--- config.mk ---
export PLATFORM = sky130hd
export DESIGN_NAME = mux_rr_pick
export DESIGN_NICKNAME = d
export VERILOG_FILES = /design/src/rtl/mux_arb_pkg.sv /design/src/rtl/mux_rr_pick.sv
export SDC_FILE = /design/constraint.sdc
export NUM_CORES = 1
export LEC_CHECK = 0
export ABC_AREA = 0
export ABC_CLOCK_PERIOD_IN_PS = 2800
export CAP_MARGIN = 20
export CORE_AREA = 4 4 41 43
export DETAILED_ROUTE_END_ITERATION = 10
export DIE_AREA = 0 0 45 47
export GPL_TIMING_DRIVEN = 0
export PLACE_DENSITY_LB_ADDON = 0.15
export SLEW_MARGIN = 25
export SYNTH_ARGS = -nofsm -noshare
export SYNTH_HDL_FRONTEND = slang
export SYNTH_SLANG_ARGS = --single-unit
--- constraint.sdc ---
create_clock -name vclk -period 2.8
set_input_delay 0.56 -clock vclk [all_inputs]
set_output_delay 0.56 -clock vclk [all_outputs]
set_load 0.01 [all_outputs]
--- src/rtl/mux_arb_pkg.sv ---
// mux_arb_pkg: shared sizes, FSM state type and one-hot helper for the round-robin mux arbiter
package mux_arb_pkg;
  localparam int N_REQ = 4;
  localparam int SEL_W = 2;
  localparam int CNT_W = 4;
  typedef enum logic {IDLE, GRANT} arb_state_t;
  function automatic logic [N_REQ-1:0] onehot(input logic [SEL_W-1:0] i);
    return N_REQ'(1) << i;
  endfunction
endpackage

--- src/rtl/mux_rr_pick.sv ---
// mux_rr_pick: combinational round-robin search; req/excl (4b) and last (2b) in, found/idx out -- first unexcluded request cyclically from last+1
module mux_rr_pick
  import mux_arb_pkg::*;
(
  input  logic [N_REQ-1:0] req,
  input  logic [SEL_W-1:0] last,
  input  logic [N_REQ-1:0] excl,
  output logic             found,
  output logic [SEL_W-1:0] idx
);
  always_comb begin
    found = 1'b0;
    idx = '0;
    for (int k = N_REQ; k >= 1; k--)
      if (req[last + SEL_W'(k)] && !excl[last + SEL_W'(k)]) begin
        found = 1'b1;
        idx = last + SEL_W'(k);
      end
  end
endmodule

==> flow_summary.json <==
{
  "area_growth_pct": 131,
  "die_w_um": 45,
  "final_antenna_net_count": 0,
  "syn-cell-area_um2": 121,
  "grt_pass1_vias": 177,
  "slew_violations": 0,
  "crit_type": "input port to primary output",
  "place_inst": 45,
  "path_buf_inv": 2,
  "cp.depth": 5,
  "nets": 42,
  "grt_pass1_wl_um": 710,
  "antenna_found_initial": 0,
  "grt_usage_pct": 4.09,
  "fillCellCount": 150,
  "cp_slowest_stage_delay_ns": 0.50,
  "timing.final.hold_violations": 0,
  "p_per_area_nw_per_um2": 149,
  "period_needed_ns": 2.73,
  "crit_fanout": 6,
  "tightest_slew_ns": 0.220,
  "synth_cells": 17,
  "cts_setup_buffers": 0,
  "cap_violations": 0,
  "overflow": 0,
  "critPathRequiredTime_ns": 2.24,
  "p_leak_nw": 0.123,
  "period_share_pct": 97.5,
  "critPathTopFamily": "buffers and inverters",
  "die-area_um2": 2120,
  "fin_hold_ws_ns": 1.88,
  "synth_cell_type_count": 13,
  "start_util_pct": 9.33,
  "stdcell_area_um2": 280,
  "fin_util_pct": 21.5,
  "synth-seq-area-share_pct": 0,
  "total_power_uw": 41.7,
  "grt_max_degree": 7,
  "crit_chain": "clkdlybuf4s50_1 > and3b_1 > o21ba_1 > a211o_1 > clkdlybuf4s50_1",
  "status": "finished, final reports clean",
  "final_cells": 45,
  "placementRows": 13,
  "num_antenna_cells": 0,
  "wl_um": 421,
  "startpoint_type": "input port",
  "cts_resized": 0,
  "dp_hpwl_um": 367,
  "flops_and_latches": 0,
  "drcViolationCount": 0,
  "crit_start": "last[1]",
  "io_pins": 13,
  "syn-num-nets": 27,
  "end_kind": "primary output",
  "fmax_mhz": 366,
  "portBuffers": 13,
  "drive_gt1_share_pct": 6.67,
  "crit_slowest_cell": "clkdlybuf4s50_1",
  "crit_end": "idx[0]",
  "placed_cell_area_um2": 270,
  "arrival_ns": 2.17,
  "tns_ns": 0,
  "rsz0062_at_grt": "no",
  "synth_area_per_cell_um2": 7.14,
  "mostFrequentLayoutCells": "12 x clkdlybuf4s50_1, 3 x nand2b_1, 2 x nor3b_1",
  "nClkBuffers": 0,
  "ys_warn_count": 0,
  "pre_cts_slack_ns": 0.0249,
  "crit_top_cell": "clkdlybuf4s50_1",
  "ir_worst_vdd_v": 0.0000491,
  "gp_congestion": 0.624,
  "finalSetupViolCount": 0,
  "seq_area_um2": 0,
  "core_area_um2": 1300,
  "fin_ws_ns": 0.0695,
  "hp-class": "input port to primary output",
  "die_h_um": 47,
  "viasPerCell": 4.02,
  "relSlewSlack_pct": 85.3,
  "wl_per_cell_um": 9.36,
  "layout_commonest_cell": "clkdlybuf4s50_1",
  "drt_iter0_drc": 5,
  "firstDrtPassIters": 2,
  "vias": 181,
  "postCtsHoldBufs": 0
}
layout make-up:
| class | count | area, um^2 | share of cell area, % |
|---|---|---|---|
| timing repair buffer | 13 | 133 | 47.3 |
| multi-input combinational | 17 | 129 | 46.0 |
| tap | 15 | 18.8 | 6.70 |
how the worst min path moves through the flow:
| stage | depth (start not counted) | endpoint | start |
|---|---|---|---|
| after floorplan | 1 | idx[1] | last[0] |
| after global placement | 3 | idx[1] | last[0] |
| after detailed placement | 3 | idx[1] | last[0] |
| after CTS | 3 | idx[1] | last[0] |
| after global routing | 3 | idx[1] | last[0] |
| final | 3 | idx[1] | last[0] |
routing by layer:
metal | global-route usage [%] | wire length, um | vias up
met1 | 6.07 | 209 | 76
met5 | 0 | 0 | -
li1 | - | - | 95
met3 | 0.766 | 65 | 0
met2 | 6.50 | 145 | 10
met4 | 0 | 0 | 0
synthesized netlist by cell type:
library cell / n / area (um^2)
a211o_1: 1 / 8.76
nand2b_1: 3 / 18.8
o22ai_1: 1 / 6.26
nor3_1: 1 / 5.00
nor3b_1: 3 / 22.5
nor2b_1: 1 / 6.26
a311oi_1: 1 / 8.76
or3_1: 1 / 6.26
and3b_1: 1 / 8.76
and2b_1: 1 / 7.51
o32ai_1: 1 / 8.76
nand2_1: 1 / 3.75
o21ba_1: 1 / 10.0
logic make-up (layout without fill, tap and decap cells):
group / after synthesis / after routing / share of synthesized area (%)
and+or+nand+nor: 12 / 12 / 65.0
AOI/OAI and AO/OA: 5 / 5 / 35.1
buffers and inverters: 0 / 13 / 0
where the power goes:
part           internal, mW  switching, mW  leakage [nW]
Sequential                0              0             0
Clock                     0              0             0
Combinational        0.0273         0.0144         0.123
(Power assumes the default switching activity.)
